### src/rtl/serial_subtractor.sv
// serial_subtractor: bit-serial unsigned subtractor computing A - B one bit per
// clock, LSB first, using a single full-subtractor cell and a borrow flop.
//
// Ports:
//   clk         single clock, all state changes on the rising edge
//   rst         synchronous active-high reset
//   start       begin a subtraction (sampled only while idle)
//   A, B        minuend / subtrahend, captured on the accepting edge
//   busy        high while an operation is in flight (RUN or DONE)
//   done        one-cycle pulse; Diff/Borrow are valid in that cycle
//   Diff        registered result, (A - B) mod 2^WIDTH
//   Borrow      registered final borrow, 1 iff A < B (unsigned)
//   ser_diff    combinational difference bit of the current step (0 unless RUN)
//   ser_borrow  combinational borrow-out of the current step (0 unless RUN)
module serial_subtractor #(
    parameter int unsigned WIDTH = 8
) (
    input  logic             clk,
    input  logic             rst,
    input  logic             start,
    input  logic [WIDTH-1:0] A,
    input  logic [WIDTH-1:0] B,
    output logic             busy,
    output logic             done,
    output logic [WIDTH-1:0] Diff,
    output logic             Borrow,
    output logic             ser_diff,
    output logic             ser_borrow
);

    // Step counter needs to reach WIDTH-1; keep at least one bit for WIDTH=1.
    localparam int unsigned CNT_W = (WIDTH > 1) ? $clog2(WIDTH) : 1;

    typedef enum logic [1:0] {
        S_IDLE = 2'd0,
        S_RUN  = 2'd1,
        S_DONE = 2'd2
    } state_e;

    state_e             state_q, state_d;
    logic [WIDTH-1:0]   a_q, a_d;
    logic [WIDTH-1:0]   b_q, b_d;
    logic [WIDTH-1:0]   res_q, res_d;
    logic [WIDTH-1:0]   diff_q, diff_d;
    logic [CNT_W-1:0]   cnt_q, cnt_d;
    logic               br_q, br_d;
    logic               borrow_q, borrow_d;
    logic               busy_q, busy_d;
    logic               done_q, done_d;

    logic [WIDTH-1:0]   res_shift;
    logic               last_step;

    // Full-subtractor cell on the operand LSBs and the running borrow.
    always_comb begin
        ser_diff   = 1'b0;
        ser_borrow = 1'b0;
        if (state_q == S_RUN) begin
            ser_diff   = a_q[0] ^ b_q[0] ^ br_q;
            ser_borrow = (~a_q[0] & b_q[0]) | (~(a_q[0] ^ b_q[0]) & br_q);
        end
    end

    // New difference bit enters at the MSB, so after WIDTH steps bit i holds
    // step i. Written as shifts to stay valid for WIDTH=1.
    assign res_shift = (res_q >> 1) | (WIDTH'(ser_diff) << (WIDTH - 1));
    assign last_step = (cnt_q == CNT_W'(WIDTH - 1));

    // Next-state and datapath update.
    always_comb begin
        state_d  = state_q;
        a_d      = a_q;
        b_d      = b_q;
        res_d    = res_q;
        diff_d   = diff_q;
        cnt_d    = cnt_q;
        br_d     = br_q;
        borrow_d = borrow_q;

        case (state_q)
            S_IDLE: begin
                if (start) begin
                    a_d     = A;
                    b_d     = B;
                    res_d   = '0;
                    cnt_d   = '0;
                    br_d    = 1'b0;
                    state_d = S_RUN;
                end
            end
            S_RUN: begin
                a_d   = a_q >> 1;
                b_d   = b_q >> 1;
                res_d = res_shift;
                br_d  = ser_borrow;
                cnt_d = cnt_q + CNT_W'(1);
                if (last_step) begin
                    diff_d   = res_shift;
                    borrow_d = ser_borrow;
                    state_d  = S_DONE;
                end
            end
            S_DONE: begin
                state_d = S_IDLE;
            end
            default: begin
                state_d = S_IDLE;
            end
        endcase

        // Status flags are registered copies of the next state.
        busy_d = (state_d != S_IDLE);
        done_d = (state_d == S_DONE);
    end

    // State and datapath registers.
    always_ff @(posedge clk) begin
        if (rst) begin
            state_q  <= S_IDLE;
            a_q      <= '0;
            b_q      <= '0;
            res_q    <= '0;
            diff_q   <= '0;
            cnt_q    <= '0;
            br_q     <= 1'b0;
            borrow_q <= 1'b0;
            busy_q   <= 1'b0;
            done_q   <= 1'b0;
        end else begin
            state_q  <= state_d;
            a_q      <= a_d;
            b_q      <= b_d;
            res_q    <= res_d;
            diff_q   <= diff_d;
            cnt_q    <= cnt_d;
            br_q     <= br_d;
            borrow_q <= borrow_d;
            busy_q   <= busy_d;
            done_q   <= done_d;
        end
    end

    assign busy   = busy_q;
    assign done   = done_q;
    assign Diff   = diff_q;
    assign Borrow = borrow_q;

endmodule

### config.mk
export PLATFORM = sky130hd
export DESIGN_NAME = serial_subtractor
export DESIGN_NICKNAME = d
export VERILOG_FILES = /design/src/rtl/serial_subtractor.sv
export SDC_FILE = /design/constraint.sdc
export NUM_CORES = 1
export LEC_CHECK = 0
export ABC_AREA = 1
export CAP_MARGIN = 20
export CORE_AREA = 10 10 71 73
export CTS_BUF_LIST = sky130_fd_sc_hd__clkbuf_8 sky130_fd_sc_hd__clkbuf_16
export CTS_CLUSTER_SIZE = 8
export DETAILED_ROUTE_END_ITERATION = 10
export DIE_AREA = 0 0 81 83
export GPL_TIMING_DRIVEN = 0
export PLACE_DENSITY = 0.84
export SYNTH_ARGS = -nofsm -noshare
export SYNTH_HDL_FRONTEND = slang
export SYNTH_SLANG_ARGS = --single-unit
### constraint.sdc
create_clock -name clk -period 1.7 [get_ports clk]
set_input_delay 0.34 -clock clk [delete_from_list [all_inputs] [get_ports clk]]
set_output_delay 0.34 -clock clk [all_outputs]
set_load 0.03 [all_outputs]
==> metrics.md <==
| Metric | Value |
|---|---|
| H-tree levels | 2 |
| CP Launch Type | flop |
| Largest family of logic cells by synthesized area | simple AND/OR/NAND/NOR gates |
| Synth Area in Compound Gates | 13.9% |
| Mapped Area | about 0.0018 mm^2 |
| Most frequent cells in the layout | nor2_1, dfxtp_1, inv_1 |
| Failing checks | negative setup slack |
| Routed met2 length | roughly 1.8 mm |
| Crit path top cell by count | inv_2 |
| Clock sinks | 40 |
| Max clock buf depth | 2 |
| RSZ-0062 raised after global routing | true |
| Reg clk slew, reported paths | 0.07 ns |
| Period Utilization, post-route | 104% |
| Seq/Total Area, Yosys | approximately 45% |
| Max-Cap Viols | 0 |
| HPWL after DPL | 2.74 mm |
| Crit path DAT | 1.43 ns |
| # IOs | 32 |
| CTS root buffer | clkbuf_8 |
| Num CTS Buffers | 5 |
| Met1 WL | about 1.7 mm |
| Ant diodes | 0 |
| DRC viols | 0 |
| Synth Area in Adders | about 2.5% |
| Critical Path Fanout Max | 2 |
| Final cell count without fillers | 330 |
| Vias post-DR | 1572 |
| Dpl cells | 319 |
| Cell area power density | 839 mW/mm^2 |
| Vias in the first global route | 1493 |
| Crit path kind | flop to output port |
| Fraction of layout cells with a size suffix above 1 | 13.8% |
| WL per Instance | around 11 um |
| Met3 wire length | around 210 um |
| Top-area cell type share of the netlist area | approximately 45% |
| Final min period | between 1.5 and 2 ns |
| Gpl congestion | between 0.7 and 0.8 |
| NumNets Final | 303 |
| Crit. End Element | output port |
| Synth cell types | 22 |
| Most common cell after layout, fill and taps aside | nor2_1 |
| Final antenna-violating net count | 0 |
| Hold_buf cts | 0 |
| Starting density of the core | 48.7% |
| XOR/XNOR share of the synthesized area | 0% |
| CP Cell Sequence | fa_1 -> inv_2 -> nand2_2 -> inv_2 -> buf_6 |
| Min-Delay Path Class | primary input to flop |
| Biggest area consumer among synthesized cells | dfxtp_1 |
| Static Leakage | roughly 1 nW |
| Vias per inst | 4.76 |
| Final Hold Viols | 0 |
| Later-pin clock latency in the skew report | between 0.2 and 0.3 ns |
| Area grow syn2layout | 27.3% |
| GRT overflow | 0 |
| DR top layer | met4 |
| Largest net degree at the start of global routing | 13 |
| Synthesis-stage register bit count | 40 |
| Die Ht | 83 um |
| Syn nets | about 260 |
| Drt total wl | between 3 and 4 mm |
| Mean area per synthesized cell | ~7.3 um^2 |
| Pre-Repair DR Iteration Count | 4 |
| Number of synthesis warnings | 0 |
| Final Skew | between 0.005 and 0.006 ns |
| Ranking of synthesized cells by area | dfxtp_1, nor2_1, a21oi_1 |
| Multiplexer share of the synthesized area | 0% |
| Worst slew margin | between 60 and 70% |
| CTS tree | done |
| Die Area | 0.00672 mm^2 |
| Max-slew violations | 0 |
| First-pass GRT wire length | between 6 and 7 mm |
| Gate Count Post-Synth | around 240 |
| Die X-Extent | 81 um |
| CP peak stage delay | between 0.5 and 0.6 ns |
| Port Buffers | 30 |
| Setup TNS | -0.136 ns |
| # rows | 22 |
| Run status | finished with violations |
| Critical Path RT | ~1.4 ns |
| Final worst slack | -0.0739 ns |
| Critical path's top delay family | adder cells |
| Post-Synth Simple-Gate Area | 24.1% |
| Worst path bufs/invs | 3 |
| Setup Viol. Count Final | 2 |
| Highest clock rate | 0.564 GHz |
| Total global-route track usage | a little under an eighth |
| Antenna violations before repair | 0 |
| Maximum VDD drop | approximately 0.49 mV |
| Slew @ Worst Pin | 0.467 ns |
| Drt first-iter violations | 119 |
| CP max-delay cell | fa_1 |
| Core ar. | 0.00363 mm^2 |
==> what timing repair did <==
action                     4_1_cts  5_1_grt
gates resized for setup         17        4
pin swaps                        2        0
setup endpoints to repair        2        2
buffers inserted                 3        0
gates cloned                     0        0
==> final timing paths <==
kind / from / end / slack [ns] / cells past startpoint
setup / recovery: b_q[0] / ser_diff / -0.07 / 5
hold reg to reg: cnt_q[0] / cnt_q[0] / 0.47 / 1
setup reg to reg: cnt_q[0] / Diff[7] / 0.29 / 8
hold / removal: rst / res_q[2] / 0.33 / 2
==> metal layers <==
metal,track usage [%],vias to the layer above
li1,-,827
met4,4.69,0
met2,18.8,31
met1,13.5,708
met3,3.23,6
met5,0,-
==> synth_stat cells, drive strengths merged <==
library cell / number
inv: 36
buf: 10
ha: 2
fa: 1
nand3: 13
dfxtp: 40
clkbuf: 3
o21ai: 23
a21oi: 26
nand2: 31
nor2: 55
and3: 1
==> worst register-to-register path: cells and delay by family (launching register included) <==
kind | cells | cell delay (ns)
fa+ha+maj | 2 | 0.31
flops | 1 | 0.36
buf+inv | 2 | 0.21
compound gates | 1 | 0.11
simple gates | 3 | 0.33
==> registers in the layout (all words and copies together), names as in the netlist <==
name and cells:
Diff 8, Borrow 1, state_q 2, busy 1, res_q 7, done 1
br_q 1, a_q 8, cnt_q 3, b_q 8
==> stage by stage <==
step / area [um^2] / power (mW) / utilization [%] / setup WS, ns / hold WS [ns]
floorplan: 1770 / 1.18 / - / 0.235 / 0.428
global placement: 2130 / 1.26 / 58.6 / -0.338 / 0.457
detailed placement: 2130 / 1.26 / 58.6 / -0.345 / 0.457
CTS: 2250 / 1.90 / 61.8 / -0.112 / 0.318
global route: 2250 / 1.98 / 61.9 / -0.139 / 0.324
finish: 2250 / 1.89 / 61.9 / -0.0739 / 0.326
==> kinds of logic after synthesis <==
| group | Yosys count |
|---|---|
| fa+ha+maj | 3 |
| buf+inv | 49 |
| flops | 40 |
| simple gates | 100 |
| compound gates | 49 |
==> power by group <==
part	leakage [nW]	internal, mW	switching (mW)	total (mW)
registers	0.328	0.976	0.0216	0.997
clock network	0.0510	0.323	0.308	0.631
logic	0.618	0.125	0.136	0.261
==> final cells by class <==
class,count,area [um^2]
Timing Repair Buffer,33,322
Tap cell,48,60.1
Clock inverter,2,10.0
Inverter,36,135
Sequential cell,40,805
Fill cell,318,1380
Buffer,13,115
Clock buffer,6,82.6
Multi-Input combinational cell,152,722
(Power assumes the default switching activity.)
